--- src/rtl/ir_pkg.sv ---
// ir_pkg: shared types and constants for the IR transmit scheduler.
//   state_e  - scheduler FSM states
//   frame_t  - latched 35+32-bit NEC-style air-conditioner frame
//   DATA35_W / DATA32_W - frame part widths
//   CLK_HZ, GAP_40MS, TIMEOUT_200MS - timing at the 125 MHz system clock
//   cnt_w()  - counter width helper (never narrower than 1 bit)
package ir_pkg;
  localparam int DATA35_W      = 35;
  localparam int DATA32_W      = 32;
  localparam int ID_W          = 3;
  localparam int CLK_HZ        = 125_000_000;
  localparam int GAP_40MS      = CLK_HZ / 25;
  localparam int TIMEOUT_200MS = CLK_HZ / 5;

  typedef enum logic [2:0] {
    S_IDLE, S_LOAD, S_START, S_WAIT_DONE, S_GAP, S_FINISH
  } state_e;

  typedef struct packed {
    logic [DATA35_W-1:0] d35;
    logic [DATA32_W-1:0] d32;
  } frame_t;

  function automatic int cnt_w(input int n);
    return (n > 1) ? $clog2(n) : 1;
  endfunction
endpackage

--- src/rtl/ir_tx_scheduler_rr_arbiter.sv ---
// rr_arbiter: combinational round-robin pick.
//   i_req  - request vector
//   i_ptr  - highest-priority index this round (< NUM_REQ)
//   o_gnt  - first set request scanning i_ptr, i_ptr+1, ... mod NUM_REQ
//   o_vld  - any request present
module rr_arbiter
  import ir_pkg::*;
#(
  parameter int NUM_REQ = 4
) (
  input  logic [NUM_REQ-1:0] i_req,
  input  logic [ID_W-1:0]    i_ptr,
  output logic [ID_W-1:0]    o_gnt,
  output logic               o_vld
);
  // Offsets are walked from farthest to nearest so the nearest set request
  // is the last write and wins.
  always_comb begin
    o_vld = |i_req;
    o_gnt = '0;
    for (int i = NUM_REQ - 1; i >= 0; i--) begin
      for (int j = 0; j < NUM_REQ; j++) begin
        if (i_req[j] && (j == (int'(i_ptr) + i) % NUM_REQ)) o_gnt = ID_W'(j);
      end
    end
  end
endmodule

--- src/rtl/ir_tx_scheduler.sv ---
// ir_tx_scheduler: shares one IR transmitter among NUM_REQ command sources.
// Grants round-robin, latches the winner's frame, sends it REPEAT times with
// a GAP_CYC idle gap after each frame, then acks (or errs on watchdog abort).
//   i_clk, i_rst_n        - clock, async active-low reset
//   i_req                 - level requests, held until ack/err
//   i_req_data35/32       - per-source frame slices
//   o_ack / o_err         - one-cycle completion / abort pulse to served source
//   o_tx_start            - one-cycle frame start to the transmitter
//   o_tx_data35/32        - latched frame, stable from LOAD until IDLE
//   i_tx_done             - transmitter frame-end pulse
//   o_busy, o_cur_id      - scheduler activity and served source
module ir_tx_scheduler
  import ir_pkg::*;
#(
  parameter int NUM_REQ     = 4,
  parameter int REPEAT      = 2,
  parameter int GAP_CYC     = GAP_40MS,
  parameter int TIMEOUT_CYC = TIMEOUT_200MS
) (
  input  logic                        i_clk,
  input  logic                        i_rst_n,
  input  logic [NUM_REQ-1:0]          i_req,
  input  logic [NUM_REQ*DATA35_W-1:0] i_req_data35,
  input  logic [NUM_REQ*DATA32_W-1:0] i_req_data32,
  output logic [NUM_REQ-1:0]          o_ack,
  output logic [NUM_REQ-1:0]          o_err,
  output logic                        o_tx_start,
  output logic [DATA35_W-1:0]         o_tx_data35,
  output logic [DATA32_W-1:0]         o_tx_data32,
  input  logic                        i_tx_done,
  output logic                        o_busy,
  output logic [ID_W-1:0]             o_cur_id
);
  localparam int TMO_W = cnt_w(TIMEOUT_CYC);
  localparam int GAP_W = cnt_w(GAP_CYC);
  localparam int REP_W = cnt_w(REPEAT + 1);
  localparam logic [TMO_W-1:0] TMO_LAST = TMO_W'(TIMEOUT_CYC - 1);
  localparam logic [GAP_W-1:0] GAP_LAST = GAP_W'(GAP_CYC - 1);
  localparam logic [REP_W-1:0] REP_N    = REP_W'(REPEAT);

  state_e             r_state, w_nxt;
  logic [ID_W-1:0]    r_rr_ptr, r_cur_id;
  frame_t             r_frame;
  logic [REP_W-1:0]   r_rep_cnt;
  logic [TMO_W-1:0]   r_tmo_cnt;
  logic [GAP_W-1:0]   r_gap_cnt;
  logic               r_abort;

  logic [ID_W-1:0]    w_gnt;
  logic               w_gnt_vld;
  logic               w_tmo;
  logic               w_gap_end;
  logic [NUM_REQ-1:0] w_sel;

  rr_arbiter #(.NUM_REQ(NUM_REQ)) u_arb (
    .i_req (i_req),
    .i_ptr (r_rr_ptr),
    .o_gnt (w_gnt),
    .o_vld (w_gnt_vld)
  );

  // A done in the terminal watchdog cycle counts as success.
  assign w_tmo     = (r_state == S_WAIT_DONE) && !i_tx_done && (r_tmo_cnt == TMO_LAST);
  assign w_gap_end = (r_state == S_GAP) && (r_gap_cnt == GAP_LAST);
  assign w_sel     = NUM_REQ'(1) << r_cur_id;

  always_ff @(posedge i_clk or negedge i_rst_n) begin
    if (!i_rst_n) r_state <= S_IDLE;
    else          r_state <= w_nxt;
  end

  always_comb begin
    w_nxt = r_state;
    unique case (r_state)
      S_IDLE:      if (w_gnt_vld) w_nxt = S_LOAD;
      S_LOAD:      w_nxt = S_START;
      S_START:     w_nxt = S_WAIT_DONE;
      S_WAIT_DONE: if (i_tx_done || w_tmo) w_nxt = S_GAP;
      S_GAP:       if (w_gap_end) w_nxt = (r_rep_cnt < REP_N && !r_abort) ? S_START : S_FINISH;
      S_FINISH:    w_nxt = S_IDLE;
      default:     w_nxt = S_IDLE;
    endcase
  end

  always_ff @(posedge i_clk or negedge i_rst_n) begin
    if (!i_rst_n) begin
      r_rr_ptr  <= '0;
      r_cur_id  <= '0;
      r_frame   <= '0;
      r_rep_cnt <= '0;
      r_tmo_cnt <= '0;
      r_gap_cnt <= '0;
      r_abort   <= 1'b0;
    end else begin
      unique case (r_state)
        S_IDLE: if (w_gnt_vld) r_cur_id <= w_gnt;
        S_LOAD: begin
          r_frame.d35 <= i_req_data35[r_cur_id*DATA35_W +: DATA35_W];
          r_frame.d32 <= i_req_data32[r_cur_id*DATA32_W +: DATA32_W];
          r_rep_cnt   <= '0;
          r_abort     <= 1'b0;
        end
        S_START: r_tmo_cnt <= '0;
        S_WAIT_DONE: begin
          if (i_tx_done) begin
            r_rep_cnt <= r_rep_cnt + 1'b1;
            r_gap_cnt <= '0;
          end else if (w_tmo) begin
            r_abort   <= 1'b1;
            r_gap_cnt <= '0;
          end else begin
            r_tmo_cnt <= r_tmo_cnt + 1'b1;
          end
        end
        S_GAP: if (!w_gap_end) r_gap_cnt <= r_gap_cnt + 1'b1;
        S_FINISH: r_rr_ptr <= (r_cur_id == ID_W'(NUM_REQ - 1)) ? '0 : r_cur_id + 1'b1;
        default: ;
      endcase
    end
  end

  assign o_tx_start  = (r_state == S_START);
  assign o_busy      = (r_state != S_IDLE);
  assign o_ack       = (r_state == S_FINISH && !r_abort) ? w_sel : '0;
  assign o_err       = w_tmo ? w_sel : '0;
  assign o_tx_data35 = r_frame.d35;
  assign o_tx_data32 = r_frame.d32;
  assign o_cur_id    = r_cur_id;
endmodule
--- config.mk ---
export PLATFORM = sky130hd
export DESIGN_NAME = ir_tx_scheduler
export DESIGN_NICKNAME = d
export VERILOG_FILES = /design/src/rtl/ir_pkg.sv /design/src/rtl/ir_tx_scheduler_rr_arbiter.sv /design/src/rtl/ir_tx_scheduler.sv
export SDC_FILE = /design/constraint.sdc
export NUM_CORES = 1
export LEC_CHECK = 0
export BUFFER_PORTS_ARGS = -buffer_cell sky130_fd_sc_hd__buf_2
export CORE_AREA = 2 2 137 139
export CTS_CLUSTER_SIZE = 14
export DETAILED_ROUTE_END_ITERATION = 8
export DIE_AREA = 0 0 139 141
export GPL_TIMING_DRIVEN = 0
export PLACE_DENSITY = 0.71
export SETUP_SLACK_MARGIN = 0.4
export SLEW_MARGIN = 20
export SYNTH_ARGS = -nofsm -noshare
export SYNTH_HDL_FRONTEND = slang
export SYNTH_SLANG_ARGS = --single-unit
--- constraint.sdc ---
create_clock -name i_clk -period 2.4 [get_ports i_clk]
set_input_delay 0.24 -clock i_clk [delete_from_list [all_inputs] [get_ports i_clk]]
set_output_delay 0.24 -clock i_clk [all_outputs]
set_load 0.05 [all_outputs]
==> impl_metrics.json, run 1 <==
{
  "run_status": "finished with violations",
  "violations": "negative setup slack",
  "grt_pass1_vias": 7603,
  "routedWlPerCell_um": 21.8,
  "drive_gt1_share_pct": 53.0,
  "synth_edf_count": 0,
  "initial_utilization_pct": 41.3,
  "drt_first_pass_iters": 5,
  "multi_input_area_mm2": 0.00458,
  "crit_fanout": 5,
  "r2r_cells": 13,
  "start_kind": "register",
  "num_vias": 8119,
  "cp_top_family": "simple AND/OR/NAND/NOR gates",
  "layout_common_cells": "buf_2 (349), nand2_1 (233), dfrtp_1 (120), mux4_2 (67), buf_4 (43)",
  "async_flop_share_pct": 100,
  "io_buffer_count": 352,
  "seqCellArea_mm2": 0.00313,
  "area_delta_synth_final_pct": 52.3,
  "tritoncts": "done",
  "fin_crit_ns": 2.62,
  "ys_warn_count": 0,
  "die_area_mm2": 0.0196,
  "mostFrequentLayoutCell": "buf_2",
  "nets": 1472,
  "fmax_mhz": 382,
  "crit_path_cell_trace": "nor4bb_1, nand4_1, or4_4, nor3_4, and2_4, buf_8",
  "wl_met1_um": 12300,
  "hold_class": "input port to register",
  "hold_viol_final": 0,
  "finalSetupViolations": 6,
  "cp_data_arrival_time_ns": 2.38,
  "r2r_setup_slack_ns": -0.03,
  "grt_usage_pct": 29.8,
  "synth_cell_types": 61,
  "path_clk_slew_ns": 0.06,
  "skew_ns": 0.0114,
  "core_area_mm2": 0.0183,
  "io_pins": 355,
  "cp.required_ns": 2.16,
  "rows": 50,
  "ys_seq_elements": 125,
  "detail-route-antenna-nets": 0,
  "whs_path_depth": 4,
  "worstSkewPairLatency_ns": 0.43,
  "synth_cells": 757,
  "crit_slowest_cell": "or4_4",
  "dp_hpwl_um": 22900,
  "timing.hold.ws_ns": 0.214,
  "yosys.area.top_type": "dfrtp_1",
  "drc": 0,
  "p_per_area_mw_per_mm2": 1180,
  "antenna_found_initial": 6,
  "path_buf_inv": 1,
  "end_kind": "primary output",
  "cp_slowest_stage_delay_ns": 0.45,
  "cts_num_sinks": 125,
  "h-tree-depth": 4,
  "synth_area_leaders": "dfrtp_1 (41%), mux4_2 (20%), nand2_1 (12%)",
  "cp.depth": 6,
  "seq_area_frac_synth_pct": 41.4,
  "avgSynthCellArea_um2": 9.97,
  "fin_cells": 1442,
  "drtIter0Drc": 745,
  "root_buffer": "clkbuf_16",
  "gr-total-overflow": 0,
  "crit_type": "register to primary output",
  "wl_met2_um": 15900,
  "synth_area_mm2": 0.00755,
  "highest_layer": "met5",
  "ir_drop_mv": 0.701,
  "die_h_um": 141,
  "wl_met3_um": 2180,
  "period_share_pct": 109,
  "leakagePower_nw": 5.61,
  "cts_made_buffers": 17,
  "synth_ff_type": "dfrtp_1",
  "synth_fp_nets": 1038,
  "netlist.area_leader.share_pct": 41.4,
  "viasPerCell": 5.63,
  "cts.path.max_buffers": 2,
  "fin_ws_ns": -0.217,
  "grt_pass1_wl_um": 44000,
  "worst_pin_slew_ns": 0.706,
  "rsz0062_at_grt": "yes",
  "die_w_um": 139,
  "grt_max_degree": 72,
  "drt-total-wl_um": 31400,
  "routabilityCongestion": 0.921,
  "place_inst": 1344,
  "cap_viol_max_count": 0,
  "num-fill-cells": 1497,
  "relSlewSlack_pct": 52.9,
  "drv_slew": 0
}
==> tightest hold or removal path, cell delays in order <==
cell and delay [ns]:
buf_2 0.07, mux4_2 0.21, nand2_1 0.05, nand2_1 0.05
==> where the power goes <==
group | internal [W] | switching, W | total, W | leakage [nW]
clock network | 0.00133 | 0.00105 | 0.00238 | 0.261
logic | 0.00276 | 0.00512 | 0.00788 | 3.74
registers | 0.00280 | 0.000472 | 0.00327 | 1.61
==> per-stage QoR <==
stage          area [um^2]  TNS, ns  total power, W  worst slack [ns]  utilization [%]
2_1_floorplan         7600        0         0.00812             0.409                -
3_3_place_gp          9650   -82.17          0.0101            -0.882             52.8
3_5_place_dp          9690    -1.84          0.0102            -0.188             53.0
4_1_cts              10800    -1.20          0.0130            -0.211             59.3
5_1_grt              11500    -1.96          0.0142            -0.304             62.9
6_report             11500   -0.908          0.0135            -0.217             62.9
==> sequential cells by signal (all words and copies together) (netlist names) <==
register	cells
r_abort	1
o_tx_data32	32
o_tx_data35	35
r_gap_cnt	23
r_rr_ptr	2
r_state	3
o_cur_id	2
r_tmo_cnt	25
r_rep_cnt	2
==> path summary, 6_finish.rpt <==
path / from / end
min in group asynchronous: i_rst_n / r_gap_cnt[22]$_DFFE_PN0P_
hold / removal: i_req_data35[79] / o_tx_data35[9]$_DFFE_PN0P_
setup reg to reg: r_tmo_cnt[1]$_DFFE_PN0P_ / r_tmo_cnt[0]$_DFFE_PN0P_
setup / recovery: r_tmo_cnt[24]$_DFFE_PN0P_ / o_err[3]
hold reg to reg: o_tx_data32[7]$_DFFE_PN0P_ / o_tx_data32[7]$_DFFE_PN0P_
max in group asynchronous: i_rst_n / r_tmo_cnt[8]$_DFFE_PN0P_
==> cell usage after synthesis (all sizes together), types with 4 or more instances <==
master,number
o211ai,4
nand3,12
o31ai,12
nand4,14
mux2i,4
clkbuf,31
nor3,20
nor4b,4
and2,12
xnor2,13
mux4,67
or3,13
and3,7
buf,20
nand2,234
a21oi,27
dfrtp,125
nor2,36
and4,4
o21ai,16
inv,13
ha,6
or4,11
==> timing repair <==
action                                  4_1_cts  5_1_grt
endpoints found under the setup margin      118       53
pin swaps                                    21       38
buffers inserted                             30       28
hold buffers                                  1        0
cloned                                        0        3
resized for setup                           107      112
endpoints found under the hold margin        54        0
==> per-layer routing <==
layer  global-route usage [%]  vias to the layer above
met5                        0                        -
met4                     10.3                        2
met3                     6.42                       67
met2                     48.8                      424
met1                     39.7                     4024
li1                         -                     3602
==> cells by family after synthesis <==
kind of cell    count (synthesis)  share of synthesized area, %
flops                         125                          41.4
mux                            73                          20.8
simple gates                  386                          23.6
buf+inv                        65                          3.73
xor+xnor                       15                          1.74
fa+ha+maj                       6                         0.994
other cells                     1                        0.0497
compound gates                 86                          7.62
==> layout make-up <==
type | instances | area share [%]
antenna | 4 | 0.0871
buffer | 51 | 3.73
clock buffer | 17 | 3.70
clock inverter | 15 | 0.980
inverter | 14 | 0.566
multi-input combinational | 567 | 39.9
sequential | 125 | 27.3
tap | 234 | 2.55
timing repair buffer | 415 | 21.3
No activity file was read; power rests on OpenSTA's default activity.
==> run 2: changes to the inputs <==
--- a/config.mk
+++ b/config.mk
@@ -6,12 +6,14 @@
 export NUM_CORES = 1
 export LEC_CHECK = 0
 export BUFFER_PORTS_ARGS = -buffer_cell sky130_fd_sc_hd__buf_2
-export CORE_AREA = 2 2 137 139
+export CELL_PAD_IN_SITES_DETAIL_PLACEMENT = 1
+export CELL_PAD_IN_SITES_GLOBAL_PLACEMENT = 2
+export CORE_MARGIN = 2
+export CORE_UTILIZATION = 27
 export CTS_CLUSTER_SIZE = 14
 export DETAILED_ROUTE_END_ITERATION = 8
-export DIE_AREA = 0 0 139 141
 export GPL_TIMING_DRIVEN = 0
-export PLACE_DENSITY = 0.71
+export PLACE_DENSITY_LB_ADDON = 0.25
 export SETUP_SLACK_MARGIN = 0.4
 export SLEW_MARGIN = 20
 export SYNTH_ARGS = -nofsm -noshare
==> impl_metrics.json, run 2 (synthesized netlist as in run 1, its figures left out) <==
{
  "run_status": "finished with violations",
  "violations": "negative setup slack",
  "cp_data_arrival_time_ns": 2.39,
  "cp.required_ns": 2.16,
  "h-tree-depth": 4,
  "viasPerCell": 4.88,
  "core_area_mm2": 0.0276,
  "cts.path.max_buffers": 2,
  "mostFrequentLayoutCell": "buf_2",
  "io_buffer_count": 352,
  "worstSkewPairLatency_ns": 0.43,
  "cts_num_sinks": 125,
  "fmax_mhz": 380,
  "drt-total-wl_um": 31600,
  "drv_slew": 0,
  "root_buffer": "clkbuf_16",
  "pre_cts_ws_ns": -0.251,
  "grt_max_degree": 82,
  "end_kind": "primary output",
  "die_area_mm2": 0.0293,
  "grt_pass1_vias": 8083,
  "rows": 61,
  "tns_ns": -0.885,
  "final_util_pct": 42.5,
  "power_w": 0.0137,
  "finalSetupViolations": 4,
  "gr-total-overflow": 0,
  "num_vias": 7693,
  "worst_pin_slew_ns": 0.693,
  "initial_utilization_pct": 27.3,
  "crit_type": "register to primary output",
  "antenna_found_initial": 8,
  "fin_crit_ns": 2.63,
  "crit_fanout": 5,
  "cap_viol_max_count": 0,
  "routabilityCongestion": 0.784,
  "dp_hpwl_um": 23900,
  "drt_first_pass_iters": 4,
  "drtIter0Drc": 357,
  "detail-route-antenna-nets": 0,
  "ir_drop_mv": 0.590,
  "area_delta_synth_final_pct": 55.4,
  "die_h_um": 171,
  "timing.hold.ws_ns": 0.188,
  "die_w_um": 171,
  "routedWlPerCell_um": 20.0,
  "skew_ns": 0.0130,
  "cts_made_buffers": 17,
  "relSlewSlack_pct": 53.8,
  "io_pins": 355,
  "layout_common_cells": "buf_2 (347), nand2_1 (232), dfrtp_1 (114), mux4_2 (67), buf_4 (48)",
  "hold_viol_final": 0,
  "period_share_pct": 110,
  "start_kind": "register",
  "drc": 0,
  "nets": 1464,
  "grt_pass1_wl_um": 46900,
  "tritoncts": "done",
  "fin_ws_ns": -0.228,
  "grt_usage_pct": 21.2,
  "path_clk_slew_ns": 0.06,
  "hold_class": "input port to register",
  "largest_reg_flops": 35,
  "p_per_area_mw_per_mm2": 1170,
  "drive_gt1_share_pct": 53.7,
  "leakagePower_nw": 5.51,
  "rsz0062_at_grt": "yes"
}
[run 2: cell types whose count changed in the layout (fill, tap and decap cells not counted), moves of 4 or more]
cell,before,now
buf_4,43,48
buf_6,27,18
dfrtp_1,120,114
or4_1,8,4
dfrtp_2,5,11
inv_6,7,2
or4_4,3,7
clkbuf_1,11,15
[run 2: final cells by class]
class / instances / area, um^2
Antenna cell: 3 / 7.51
Clock buffer: 21 / 450
Sequential cell: 125 / 3140
Fill cell: 3264 / 15900
Inverter: 14 / 63.8
Multi-Input combinational cell: 567 / 4660
Buffer: 51 / 445
Tap cell: 378 / 473
Clock inverter: 11 / 138
Timing Repair Buffer: 407 / 2350
[run 2: routing by layer]
metal	routed length, um	part of all wire [%]	up-vias	GRT usage, %
met1	12300	39	3885	24.7
met2	17100	54	188	38.5
met5	61	0.19	-	0
li1	-	-	3577	-
met4	582	1.8	10	5.78
met3	1500	4.8	33	5.57
[run 2: repair_timing]
item | in CTS | in global routing
setup endpoints to repair | 127 | 108
pin swaps | 11 | 35
resized for setup | 88 | 150
cloned | 0 | 1
hold buffers | 1 | 0
buffers inserted | 19 | 33
endpoints found under the hold margin | 44 | 0
[run 2: power by group]
part	switching (W)	internal, W
Combinational	0.00508	0.00279
Clock	0.00105	0.00157
Sequential	0.000403	0.00280
Total	0.00654	0.00716
[run 2: worst paths after layout]
check | startpoint | endpoint | slack (ns) | depth (start not counted)
min in group asynchronous | i_rst_n | o_tx_data35[1]$_DFFE_PN0P_ | 0.32 | 2
min | i_req[3] | o_cur_id[1]$_DFFE_PN0P_ | 0.19 | 3
max reg2reg | r_tmo_cnt[0]$_DFFE_PN0P_ | r_gap_cnt[13]$_DFFE_PN0P_ | 0.21 | 9
min reg2reg | o_tx_data32[18]$_DFFE_PN0P_ | o_tx_data32[18]$_DFFE_PN0P_ | 0.47 | 2
max | r_tmo_cnt[18]$_DFFE_PN0P_ | o_err[3] | -0.23 | 6
max in group asynchronous | i_rst_n | r_tmo_cnt[3]$_DFFE_PN0P_ | 1.28 | 3
[run 2: per-stage QoR]
stage                     area (um^2)  std cells
final                           11700       1577
after global routing            11700       1576
after CTS                       10900       1540
after detailed placement         9870       1488
after global placement           9830       1487
after floorplan                  7600        757
[run 2: worst max-delay path, stage by stage (launching register included)]
cell and delay [ns]:
dfrtp_1 0.40, nand3_1 0.15, or2_4 0.29, or4_4 0.55, nor3_4 0.23, and2_4 0.20
buf_8 0.14
